File: src/rtl/afisaj_multiplexat_if.sv
// rtl/afisaj_multiplexat_if.sv - digit inputs and display outputs of the multiplexed 7-segment driver
//
// Purpose : bundles the four BCD digit inputs and the active-low display
//           outputs so the driver and its user share one port.
// Signals : MIN_BCD1, MIN_BCD0, SEC_BCD1, SEC_BCD0 - BCD digits (mm:ss)
//           an  - anode enables, active-low, an[0] = rightmost digit
//           seg - segments {g,f,e,d,c,b,a}, active-low
//           dp  - decimal point, active-low
// Modports: master - supplies digits, observes the display
//           slave  - the display driver

interface afisaj_multiplexat_if;
   logic [3:0] MIN_BCD1;
   logic [3:0] MIN_BCD0;
   logic [3:0] SEC_BCD1;
   logic [3:0] SEC_BCD0;
   logic [3:0] an;
   logic [6:0] seg;
   logic       dp;

   modport master (
      output MIN_BCD1, MIN_BCD0, SEC_BCD1, SEC_BCD0,
      input  an, seg, dp
   );

   modport slave (
      input  MIN_BCD1, MIN_BCD0, SEC_BCD1, SEC_BCD0,
      output an, seg, dp
   );
endinterface

File: src/rtl/afisaj_multiplexat.sv
// rtl/afisaj_multiplexat.sv - four-digit multiplexed 7-segment driver for an mm:ss display
//
// Purpose : scans four common-anode digits, DIV clock cycles per digit.
//           The four BCD inputs are frozen into a snapshot at every frame
//           boundary (and during reset) so a frame never shows a mix of old
//           and new digits. Outputs are registered, one cycle after the
//           scan position they belong to.
// Ports   : clk   - rising-edge clock
//           reset - synchronous reset, active-high
//           bus   - afisaj_multiplexat_if.slave (digit inputs, an/seg/dp)
// Params  : DIV   - cycles each digit is lit, 2..2^20
// Macro   : AFISAJ_LEADING_ZERO_BLANK_EN - when defined, a zero minutes-tens
//           digit is blanked (all anodes off) during its slot.

module afisaj_multiplexat #(
   parameter int unsigned DIV = 50000
) (
   input  logic                  clk,
   input  logic                  reset,
   afisaj_multiplexat_if.slave   bus
);

   localparam int unsigned    CW       = (DIV > 1) ? $clog2(DIV) : 1;
   localparam logic [CW-1:0]  CNT_LAST = CW'(DIV - 1);

   localparam logic [6:0]     SEG_BLANK = 7'h7F;
   localparam logic [6:0]     SEG_DASH  = 7'h3F;

   // Scan position; the encoding doubles as the anode bit number.
   typedef enum logic [1:0] {
      SLOT_SEC0 = 2'd0,
      SLOT_SEC1 = 2'd1,
      SLOT_MIN0 = 2'd2,
      SLOT_MIN1 = 2'd3
   } slot_t;

   slot_t         idx;
   slot_t         idx_next;
   logic [CW-1:0] cnt;
   logic [CW-1:0] cnt_next;
   logic          cnt_wrap;
   logic          frame_end;

   // Snapshot layout: {MIN_BCD1, MIN_BCD0, SEC_BCD1, SEC_BCD0}
   logic [15:0]   live;
   logic [15:0]   snap;

   logic [3:0]    digit;
   logic [3:0]    an_next;
   logic [6:0]    seg_next;
   logic          dp_next;

   logic [3:0]    an_q;
   logic [6:0]    seg_q;
   logic          dp_q;

   assign live      = {bus.MIN_BCD1, bus.MIN_BCD0, bus.SEC_BCD1, bus.SEC_BCD0};
   assign cnt_wrap  = (cnt == CNT_LAST);
   assign frame_end = cnt_wrap && (idx == SLOT_MIN1);

   // BCD to active-low segments; non-decimal codes show a dash.
   function automatic logic [6:0] seg7_decode(input logic [3:0] d);
      logic [6:0] s;
      case (d)
         4'd0:    s = 7'h40;
         4'd1:    s = 7'h79;
         4'd2:    s = 7'h24;
         4'd3:    s = 7'h30;
         4'd4:    s = 7'h19;
         4'd5:    s = 7'h12;
         4'd6:    s = 7'h02;
         4'd7:    s = 7'h78;
         4'd8:    s = 7'h00;
         4'd9:    s = 7'h10;
         default: s = SEG_DASH;
      endcase
      return s;
   endfunction

   // ---------------------------------------------------------------
   // Scan state register (prescaler + digit index)
   // ---------------------------------------------------------------
   always_ff @(posedge clk) begin
      if (reset) begin
         cnt <= '0;
         idx <= SLOT_SEC0;
      end else begin
         cnt <= cnt_next;
         idx <= idx_next;
      end
   end

   // Next-state: the prescaler wraps after DIV cycles and steps the slot.
   always_comb begin
      cnt_next = cnt + CW'(1);
      idx_next = idx;
      if (cnt_wrap) begin
         cnt_next = '0;
         case (idx)
            SLOT_SEC0: idx_next = SLOT_SEC1;
            SLOT_SEC1: idx_next = SLOT_MIN0;
            SLOT_MIN0: idx_next = SLOT_MIN1;
            SLOT_MIN1: idx_next = SLOT_SEC0;
            default:   idx_next = SLOT_SEC0;
         endcase
      end
   end

   // ---------------------------------------------------------------
   // Snapshot: reloaded on the last cycle of a frame so the new values
   // first appear together with the idx=0 slot of the next frame.
   // ---------------------------------------------------------------
   always_ff @(posedge clk) begin
      if (reset || frame_end) begin
         snap <= live;
      end
   end

   // ---------------------------------------------------------------
   // Output decode from current slot and snapshot
   // ---------------------------------------------------------------
   always_comb begin
      digit = snap[3:0];
      case (idx)
         SLOT_SEC0: digit = snap[3:0];
         SLOT_SEC1: digit = snap[7:4];
         SLOT_MIN0: digit = snap[11:8];
         SLOT_MIN1: digit = snap[15:12];
         default:   digit = snap[3:0];
      endcase
   end

   always_comb begin
      an_next  = ~(4'b0001 << idx);
      seg_next = seg7_decode(digit);
      // The separator dot sits on the minutes-units digit.
      dp_next  = (idx != SLOT_MIN0);
`ifdef AFISAJ_LEADING_ZERO_BLANK_EN
      // Blank a leading zero by switching the anode off for its slot;
      // slot timing is untouched so the other digits keep their duty.
      if ((idx == SLOT_MIN1) && (snap[15:12] == 4'd0)) begin
         an_next  = 4'b1111;
         seg_next = SEG_BLANK;
      end
`endif
   end

   always_ff @(posedge clk) begin
      if (reset) begin
         an_q  <= 4'b1111;
         seg_q <= SEG_BLANK;
         dp_q  <= 1'b1;
      end else begin
         an_q  <= an_next;
         seg_q <= seg_next;
         dp_q  <= dp_next;
      end
   end

   assign bus.an  = an_q;
   assign bus.seg = seg_q;
   assign bus.dp  = dp_q;

endmodule

File: src/flat_wrapper.sv
// flat-port wrapper written by rule: the top's interface ports become plain ports
module afisaj_multiplexat_flat 
#(
   parameter int unsigned DIV = 50000
)
  (clk, reset, bus_MIN_BCD1, bus_MIN_BCD0, bus_SEC_BCD1, bus_SEC_BCD0, bus_an, bus_seg, bus_dp);
  afisaj_multiplexat_if bus_i ();
  input  logic clk;
  input  logic reset;
  input wire logic [$bits(bus_i.MIN_BCD1)-1:0] bus_MIN_BCD1;
  input wire logic [$bits(bus_i.MIN_BCD0)-1:0] bus_MIN_BCD0;
  input wire logic [$bits(bus_i.SEC_BCD1)-1:0] bus_SEC_BCD1;
  input wire logic [$bits(bus_i.SEC_BCD0)-1:0] bus_SEC_BCD0;
  output wire logic [$bits(bus_i.an)-1:0] bus_an;
  output wire logic [$bits(bus_i.seg)-1:0] bus_seg;
  output wire logic [$bits(bus_i.dp)-1:0] bus_dp;
  assign bus_i.MIN_BCD1 = bus_MIN_BCD1;
  assign bus_i.MIN_BCD0 = bus_MIN_BCD0;
  assign bus_i.SEC_BCD1 = bus_SEC_BCD1;
  assign bus_i.SEC_BCD0 = bus_SEC_BCD0;
  assign bus_an = bus_i.an;
  assign bus_seg = bus_i.seg;
  assign bus_dp = bus_i.dp;
  afisaj_multiplexat #(.DIV(DIV)) u_core (.clk(clk), .reset(reset), .bus(bus_i));
endmodule
File: config.mk
export PLATFORM = sky130hd
export DESIGN_NAME = afisaj_multiplexat_flat
export DESIGN_NICKNAME = d
export VERILOG_FILES = /design/src/rtl/afisaj_multiplexat_if.sv /design/src/rtl/afisaj_multiplexat.sv /design/src/flat_wrapper.sv
export SDC_FILE = /design/constraint.sdc
export NUM_CORES = 1
export LEC_CHECK = 0
export ABC_AREA = 1
export ABC_CLOCK_PERIOD_IN_PS = 4300
export BUFFER_PORTS_ARGS = -buffer_cell sky130_fd_sc_hd__clkbuf_2
export CAP_MARGIN = 20
export CORE_MARGIN = 5
export CORE_UTILIZATION = 59
export CTS_BUF_LIST = sky130_fd_sc_hd__clkbuf_4
export DETAILED_ROUTE_END_ITERATION = 6
export HOLD_SLACK_MARGIN = 0.03
export PLACE_DENSITY = 0.82
export SYNTH_ARGS = -nofsm -noshare
export SYNTH_HDL_FRONTEND = slang
export SYNTH_SLANG_ARGS = --single-unit
File: constraint.sdc
create_clock -name clk -period 4.3 [get_ports clk]
set_input_delay 0.43 -clock clk [delete_from_list [all_inputs] [get_ports clk]]
set_output_delay 0.43 -clock clk [all_outputs]
set_load 0.01 [all_outputs]
==> qor.csv <==
metric;value;unit
run_status;complete, no violations;
nets;295;
ioPinCount;30;
core.rowCount;21;
report.power.total;829;uW
floorplan.core_area;3340;um2
grt_busiest_layer;met2;
syn-instance-count;234;
fmax;493;MHz
intPower;660;uW
synth_nets;261;
ys.flop_type;dfxtp_1;
fin_crit_period;2030;ps
critical_path.startpoint_type;flop;
timing.max_cap.violations;0;
cts_num_sinks;45;
cts_post_setup_buffers_inserted;0;
synth.yosys.warnings;0;
grt_pass1_wl;6.31;mm
p_leak;0.945;nW
grt_use_met1;0.227;
rrSetupSlack;2270;ps
synth_cell_type_count;31;
fin_tns_setup;0;ps
cts.repair.resized;0;
worst-path-max-fanout;16;
route.final.wire_length;3.61;mm
min_period_over_period;0.472;
grt.met3_usage;0.0567;
finalCoreUtilization;0.698;
power.share.switching;0.204;
hold_buffer_count_at_cts;0;
cts-buffers-inserted;5;
avgViaCountPerCell;4.92;
netSwitchingPower;169;uW
ant_nets;0;
drtPass1Iterations;5;
pin_count_of_the_biggest_net_entering_global_routing;17;
rsz_0062_raised_after_global_routing;false;
power-per-cell-area;356;nW/um2
wl_per_cell;11.4;um
vdd_ir_drop_max;0.256;mV
global_route.overflow_total;0;
timing.setup.critical_path_class;reg2reg;
number_of_global_route_vias_before_repair;1479;
number_of_enable_flip_flop_cells_after_synthesis;16;
cts_htree_levels;2;
chipHeight;68.8;um
setup-violations-final;0;
floorplan.die_area;4740;um2
post_synthesis_sequential_area_ratio;0.519;
maxSlewViolCount;0;
min-delay-path-class;in2reg;
hold_viol_final;0;
clockPowerShare;0.385;
mostFrequentLayoutCells;67 x nand2_1, 29 x clkbuf_2, 29 x dfxtp_1, 25 x nor2_1, 20 x inv_1;
finish.cell_count_without_fillers;315;
worstSkewPairLatency;350;ps
antenna_cells;0;
cts.path.max_buffers;2;
critical_path.endpoint_type;flop;
number_of_antenna_violations_at_the_first_check_in_global_routing;0;
postSynthAreaPerCell;8.73;um2
worst_hold_check_slack;238;ps
fraction_of_final_layout_cells_with_drive_strength_greater_than_1;0.216;
relSlewSlack;0.611;
post-route-drc-count;0;
start_util;0.612;
drt_first_iter_violations;157;
placed_cells;307;
gp_congestion;0.889;
critical_path_arrival;2040;ps
ys_seq_elements;45;
synthToLayoutAreaGrowth;14.0;%
fin_worst_skew;5.91;ps
use_met2;0.295;
clkSlewWorstSetupHoldPaths;130;ps
seqPwrFrac;0.558;
async_reset_ff_frac;0;
netlist_area_pre_place;2040;um2
grt_util_all_layers;0.182;
timing_worst_slew_pin_value;583;ps
cts_tree;built;
post-dp-hpwl;2.69;mm
power.combinational.fraction;0.058;
mostFrequentLayoutCell;nand2_1;
clk_root_buffer_cell;clkbuf_4;
timing.critical_path.required;4310;ps
buffer_ports.inserted;29;
dieWidth;68.8;um
num_vias;1549;
[metal layers]
metal / part of all wire / wire length, um / up-vias
li1: - / - / 821
met1: 0.47 / 1690 / 686
met2: 0.46 / 1660 / 34
met3: 0.052 / 187 / 8
met4: 0.017 / 63 / 0
met5: 0 / 0 / -
[registers in the layout, indices dropped and copies added, names as in the netlist]
register        count
u_core.cnt         16
u_core.idx          2
u_core.snap        16
u_core.bus.an       3
u_core.bus.seg      7
u_core.bus.dp       1
[cells in the mapped netlist (2+ instances only)]
library cell | n | area share
a21oi_2 | 3 | 0.013
nor2_2 | 3 | 0.0092
nand2_1 | 67 | 0.12
o21ai_0 | 3 | 0.0073
inv_2 | 4 | 0.0073
inv_1 | 20 | 0.037
edfxtp_1 | 16 | 0.24
nor3_1 | 4 | 0.0098
xnor2_1 | 2 | 0.0086
nand3_1 | 15 | 0.037
dfxtp_1 | 29 | 0.28
a21oi_1 | 7 | 0.017
nand2_2 | 4 | 0.012
nor2_1 | 25 | 0.046
ha_1 | 9 | 0.055
nand4_1 | 8 | 0.024
[stage by stage]
step | area, um2 | worst slack [ps]
after floorplan | 2040 | 2470
after global placement | 2220 | 2330
after detailed placement | 2220 | 2290
after CTS | 2330 | 2260
after global routing | 2330 | 2050
final | 2330 | 2270
[layout make-up]
class	instances	area, um2
repair buffers	29	145
well taps	46	57.6
flip-flops and latches	45	1060
clock inverters	3	68.8
fillers	273	1010
multi-input cells	162	866
clock buffers	5	37.5
inverters	25	93.8
[critical path, stage by stage (launching register included)]
cell	delay (ps)
dfxtp_1	390
ha_1	190
nand2_2	90
nor2_4	150
inv_2	60
nor2_2	110
nand2_2	90
inv_1	100
nand2_1	70
nand2_1	450
[kinds of logic (layout without fill, tap and decap cells)]
logic type	Yosys count	in the layout	synth area share
AO/OA/AOI/OAI	17	17	0.0625
XOR/XNOR	3	3	0.0129
adder cells (fa/ha/maj)	9	9	0.0551
buffers and inverters	27	62	0.0569
flip-flops	45	45	0.519
AND/OR/NAND/NOR	133	133	0.293
[worst paths after layout]
| check | startpoint | endpoint | cells past startpoint |
|---|---|---|---|
| worst min register to register | u_core.cnt[0] | u_core.cnt[0] | 1 |
| worst max register to register | u_core.cnt[0] | u_core.snap[7] | 9 |
| worst min-delay path | bus_MIN_BCD1[3] | u_core.snap[15] | 1 |
| worst max-delay path | u_core.cnt[0] | u_core.snap[7] | 9 |
[power by group through the flow]
| stage | registers (mW) | clock network, mW | logic (mW) |
|---|---|---|---|
| after global placement | 0.471 | 0 | 0.0467 |
| after detailed placement | 0.472 | 0 | 0.0478 |
| after floorplan | 0.474 | 0 | 0.0283 |
| after global routing | 0.464 | 0.346 | 0.0541 |
| final | 0.462 | 0.319 | 0.0478 |
| after CTS | 0.462 | 0.320 | 0.0481 |
Power figures use the tool's default switching activity.
